## src/rtl/multi_channel_delay_line_pkg.sv

```systemverilog
// Shared helpers for run-time trimmed delay chains: delay-port width and the
// requested-delay clamp, reused by the polyphase filter top.
package multi_channel_delay_line_pkg;

    function automatic int calc_dly_width(input int max_stages);
        return $clog2(max_stages + 1);
    endfunction

    // 0 behaves as 1 and anything past the physical depth uses the deepest tap.
    function automatic int clamp_delay(input int req, input int max_stages);
        if (req < 1) begin
            return 1;
        end
        if (req > max_stages) begin
            return max_stages;
        end
        return req;
    endfunction

endpackage

```

## src/rtl/multi_channel_delay_line_stage.sv

```systemverilog
// One W-bit chain stage: enable register with asynchronous active-high reset
// and a synchronous clear that takes priority over the enable.
module delay_stage_rst #(
    parameter int gp_data_width = 8
) (
    input  logic                            i_clk,
    input  logic                            i_rst,
    input  logic                            i_ena,
    input  logic                            i_clr,
    input  logic signed [gp_data_width-1:0] i_d,
    output logic signed [gp_data_width-1:0] o_q
);

    logic signed [gp_data_width-1:0] q_q;
    logic signed [gp_data_width-1:0] q_d;

    always_comb begin
        q_d = q_q;
        if (i_clr) begin
            q_d = '0;
        end else if (i_ena) begin
            q_d = i_d;
        end
    end

    always_ff @(posedge i_clk or posedge i_rst) begin
        if (i_rst) begin
            q_q <= '0;
        end else begin
            q_q <= q_d;
        end
    end

    assign o_q = q_q;

endmodule

```

## src/rtl/multi_channel_delay_line.sv

```systemverilog
// Multi-channel register delay line with a run-time selectable tap, a saturating
// fill counter and a registered output-valid strobe.
module multi_channel_delay_line
    import multi_channel_delay_line_pkg::*;
#(
    parameter int gp_data_width  = 8,
    parameter int gp_nr_channels = 2,
    parameter int gp_max_stages  = 16
) (
    input  logic                                          i_clk,
    input  logic                                          i_rst,
    input  logic                                          i_ena,
    input  logic                                          i_flush,
    input  logic [calc_dly_width(gp_max_stages)-1:0]      i_delay,
    input  logic [gp_nr_channels*gp_data_width-1:0]       i_data,
    output logic [gp_nr_channels*gp_data_width-1:0]       o_data,
    output logic                                          o_valid,
    output logic                                          o_fill_done,
    output logic [calc_dly_width(gp_max_stages)-1:0]      o_fill_cnt
);

    localparam int c_dly_width = calc_dly_width(gp_max_stages);
    localparam int c_idx_width = $clog2(gp_max_stages);

    logic signed [gp_data_width-1:0] stage_w [gp_nr_channels][gp_max_stages];

    logic [c_dly_width-1:0] d_eff;
    logic [c_idx_width-1:0] tap_idx;
    logic [c_dly_width-1:0] fill_cnt_q;
    logic [c_dly_width-1:0] fill_cnt_d;
    logic                   valid_q;
    logic                   valid_d;

    for (genvar c = 0; c < gp_nr_channels; c++) begin : g_chan
        for (genvar k = 0; k < gp_max_stages; k++) begin : g_stage
            logic signed [gp_data_width-1:0] stage_in;
            if (k == 0) begin : g_head
                assign stage_in = i_data[(c+1)*gp_data_width-1 -: gp_data_width];
            end else begin : g_body
                assign stage_in = stage_w[c][k-1];
            end

            delay_stage_rst #(
                .gp_data_width(gp_data_width)
            ) u_stage (
                .i_clk(i_clk),
                .i_rst(i_rst),
                .i_ena(i_ena),
                .i_clr(i_flush),
                .i_d  (stage_in),
                .o_q  (stage_w[c][k])
            );
        end
    end

    assign d_eff   = c_dly_width'(clamp_delay(int'(i_delay), gp_max_stages));
    assign tap_idx = c_idx_width'(d_eff - c_dly_width'(1));

    always_comb begin
        o_data = '0;
        for (int c = 0; c < gp_nr_channels; c++) begin
            o_data[c*gp_data_width +: gp_data_width] = stage_w[c][tap_idx];
        end
    end

    // Valid looks at the post-update count so it lines up with the tap value it announces.
    always_comb begin
        fill_cnt_d = fill_cnt_q;
        valid_d    = 1'b0;
        if (i_flush) begin
            fill_cnt_d = '0;
        end else if (i_ena) begin
            if (fill_cnt_q < c_dly_width'(gp_max_stages)) begin
                fill_cnt_d = fill_cnt_q + c_dly_width'(1);
            end
            valid_d = (fill_cnt_d >= d_eff);
        end
    end

    always_ff @(posedge i_clk or posedge i_rst) begin
        if (i_rst) begin
            fill_cnt_q <= '0;
            valid_q    <= 1'b0;
        end else begin
            fill_cnt_q <= fill_cnt_d;
            valid_q    <= valid_d;
        end
    end

    assign o_fill_cnt  = fill_cnt_q;
    assign o_fill_done = (fill_cnt_q >= d_eff);
    assign o_valid     = valid_q;

endmodule

```

## config.mk

```make
export PLATFORM = sky130hd
export DESIGN_NAME = multi_channel_delay_line
export DESIGN_NICKNAME = d
export VERILOG_FILES = /design/src/rtl/multi_channel_delay_line_pkg.sv /design/src/rtl/multi_channel_delay_line_stage.sv /design/src/rtl/multi_channel_delay_line.sv
export SDC_FILE = /design/constraint.sdc
export NUM_CORES = 1
export LEC_CHECK = 0
export ABC_CLOCK_PERIOD_IN_PS = 12050
export CAP_MARGIN = 0
export CORE_UTILIZATION = 30
export CTS_CLUSTER_SIZE = 12
export DETAILED_ROUTE_END_ITERATION = 16
export PLACE_DENSITY = 0.55
export SETUP_SLACK_MARGIN = 0.2
export SYNTH_ARGS = -nofsm -noshare
export SYNTH_HDL_FRONTEND = slang
export SYNTH_SLANG_ARGS = --single-unit
```

## constraint.sdc

```tcl
create_clock -name i_clk -period 12.05 [get_ports i_clk]
set_input_delay 3.615 -clock i_clk [delete_from_list [all_inputs] [get_ports i_clk]]
set_output_delay 3.615 -clock i_clk [all_outputs]
set_load 0.02 [all_outputs]
```

==> flow_summary.yaml <==
drt:
  drt-total-wl_um: 27800
  dr_total_vias: 8260
  number_of_violations_reported_at_the_end_of_detailed_routing_iteration_0: 461
  route.detailed.vias_per_inst: 4.70
  post_route_antenna_net_violation_count: 0
  detail_route.first_pass.iterations: 4
  mean_routed_wirelength_per_cell_um: 15.8
  drcViolationCount: 0
timing:
  worst_pin_slew_ps: 1190
  fin_crit_ps: 10790
  rsz0062_at_grt: "no"
  tns_ps: 0
  timing.clock.skew_ps: 11.1
  finalCritPeriodShare_pct: 89.5
  finalSetupViolCount: 0
  slew_headroom_pct: 20.7
  final-max-slew-violation-count: 0
  hold_viol_final: 0
  top_achievable_clock_speed_mhz: 92.7
worst_setup_path:
  timing.reg2reg.worst_path_depth: 7
  cp-end-kind: "output pin"
  worst_reg2reg_path_startpoint: "o_fill_cnt[0]"
  worst_setup_path_start_kind: "primary input"
  worst_ep_arrival_time_ps: 7170
  worstPathMaxFanout: 34
  critical_path_class: "primary input to output pin"
  reg2reg_to: "o_valid"
  worst_ep_required_time_ps: 8430
  reg2reg_slack_ps: 9810
hold_path:
  holdCritPathClass: "flip-flop to flip-flop"
  min_to: "g_chan[1].g_stage[15].u_stage.o_q[7]"
  whs_path_depth: 2
  timing.hold.worst.start: "g_chan[1].g_stage[15].u_stage.o_q[7]"
layout:
  register_area_sq_um: 6560
  layout_common_cells: "mux2i_1, nor2_1, dfrtp_1"
  multi_input_area_sq_um: 6140
  layout.cell_area.non_filler_sq_um: 15000
  num_antenna_cells: 0
  layout.nets: 1191
  area.growth.synth_to_final_pct: 14.3
  layout-drive-gt1-share_pct: 8.61
  final.fill_count: 4278
  layout_commonest_cell: "mux2i_1"
grt:
  grt_pass1_vias: 8405
  grt.total_usage_pct: 12.7
  wire_length_of_the_first_global_routing_pass_um: 46400
  grt_start_max_net_pins: 145
  globalRoute.totalOverflow: 0
  grt_antenna_before_repair: 0
power_and_ir_drop:
  total_power_w: 0.00196
  power-per-cell-area_nw_per_um2: 131
  irDropWorstVdd_mv: 0.0983
  combinationalPowerShare_pct: 11.4
  power.share.clock_pct: 43.0
  intPower_w: 0.00148
  power_frac_seq_pct: 45.6
  power.static_leakage_nw: 7.44
  power.switching_w: 0.000485
  p_sw_share_pct: 24.7
job:
  drv.max_cap_violation_count: 0
clocking:
  clock_path_buffers: 3
  cts.sink_count: 262
  cts.hold.buffers_added: 0
  cts-buffers-inserted: 28
  cts_post_setup_buffers_inserted: 0
  clock_latency_ps: 540
  cts_tree: "done"
  path_clk_slew_ps: 60
  cts_resized: 0
  root_buffer_cell: "clkbuf_16"
  htree_num_levels: 1
yosys:
  postSynthRegisterBits: 262
  synth_enable_flop_cells: 0
  yosysSeqAreaShare_pct: 50.0
  yosysWarnings: 0
  synth_fp_nets: 1183
  postSynthCellCount: 1146
  synth.cell_area_sq_um: 13100
  synth.distinct_cells: 40
  synth.avg_cell_area_sq_um: 11.5
  ys_async_sr_fraction_pct: 100
  leading_register_cell_type_out_of_synthesis: "dfrtp_1"
outcome:
  result_of_the_run: "completed"
floorplanning:
  floorplan.initialDensity_pct: 30.5
  ioPinCount: 48
  coreArea_sq_um: 43100
  floorplan.rows: 76
  die_area_sq_um: 44600
  dieHeight_um: 211
  chipWidth_um: 211
place:
  dp_hpwl_um: 16000
  io_buffer_count: 47
  place_area_sq_um: 14100
  place.gp.congestion: 0.744
-- worst max-delay path: stages --
cell	delay [ps]
clkdlybuf4s50_1	570
nor3_1	90
o21a_2	230
inv_4	440
ha_4	500
buf_12	300
mux4_1	200
nor2_1	50
nor4_2	440
clkdlybuf4s50_1	700
-- cell type report --
cell class,instances,share of cell area [%]
well taps,585,4.88
inverters,6,0.217
clock inverters,5,0.334
multi-input cells,794,41.0
flip-flops and latches,262,43.7
repair buffers,62,4.20
clock buffers,44,5.68
-- power by group through the flow --
stage | logic, W | registers, W | clock network [W]
2_1_floorplan | 0.000157 | 0.000909 | 0
3_3_place_gp | 0.000228 | 0.000910 | 0
3_5_place_dp | 0.000229 | 0.000910 | 0
4_1_cts | 0.000230 | 0.000894 | 0.000875
5_1_grt | 0.000244 | 0.000895 | 0.000904
6_report | 0.000224 | 0.000894 | 0.000844
-- flip-flops by register name, summed over array words and instances (netlist names) --
| signal | flops |
|---|---|
| o_valid | 1 |
| o_fill_cnt | 5 |
| g_chan.g_stage.u_stage.o_q | 256 |
-- cell families (layout without fill, tap and decap cells) --
group	after synthesis	count (layout)	share of synthesized area (%)
flops	262	262	50.0
buf+inv	90	117	3.39
simple gates	367	367	11.7
compound gates	43	43	1.95
fa+ha+maj	12	12	1.14
xor+xnor	5	5	0.334
mux	367	367	31.5
-- cell usage after synthesis, drive strengths merged (3+ instances only) --
cell	n	area, sq um
nand2b	3	18.8
nand2	41	154
mux4	32	781
ha	12	150
mux2i	334	3340
inv	6	25.0
o22ai	7	43.8
xnor2	3	26.3
nor3	9	80.1
dfrtp	262	6560
a21oi	21	109
clkbuf	40	150
o21ai	5	25.0
buf	44	270
a21o	4	30.0
nor2	298	1120
nor4	9	113
-- per-layer routing --
layer  up-vias  wire length [um]  global-route usage (%)
li1       3982                 -                       -
met1      4138             14200                    19.2
met2        98             12200                    18.9
met3        42               861                    1.58
met4         0               574                    3.62
met5         -                 0                       0
-- stage by stage --
step	cells	utilization (%)	hold slack [ps]	setup WS, ps
floorplan	1146	-	478	1220
global placement	1709	32.7	496	1240
detailed placement	1709	32.7	506	1210
CTS	1758	34.8	522	1190
global route	1758	34.8	553	1040
finish	1758	34.8	520	1260
-- how the worst max path moves through the flow --
stage / end / from / cells after the start / slack [ps]
after global routing: o_data[5] / i_delay[3] / 10 / 1040
final: o_data[2] / i_delay[3] / 10 / 1260
after floorplan: g_chan[0].g_stage[0].u_stage.o_q[0] / i_rst / 1 / 1220
after detailed placement: o_data[5] / i_delay[3] / 10 / 1210
after global placement: o_data[5] / i_delay[3] / 10 / 1240
after CTS: o_data[5] / i_delay[3] / 10 / 1190
Note: power is estimated with default switching activity, not from simulation.
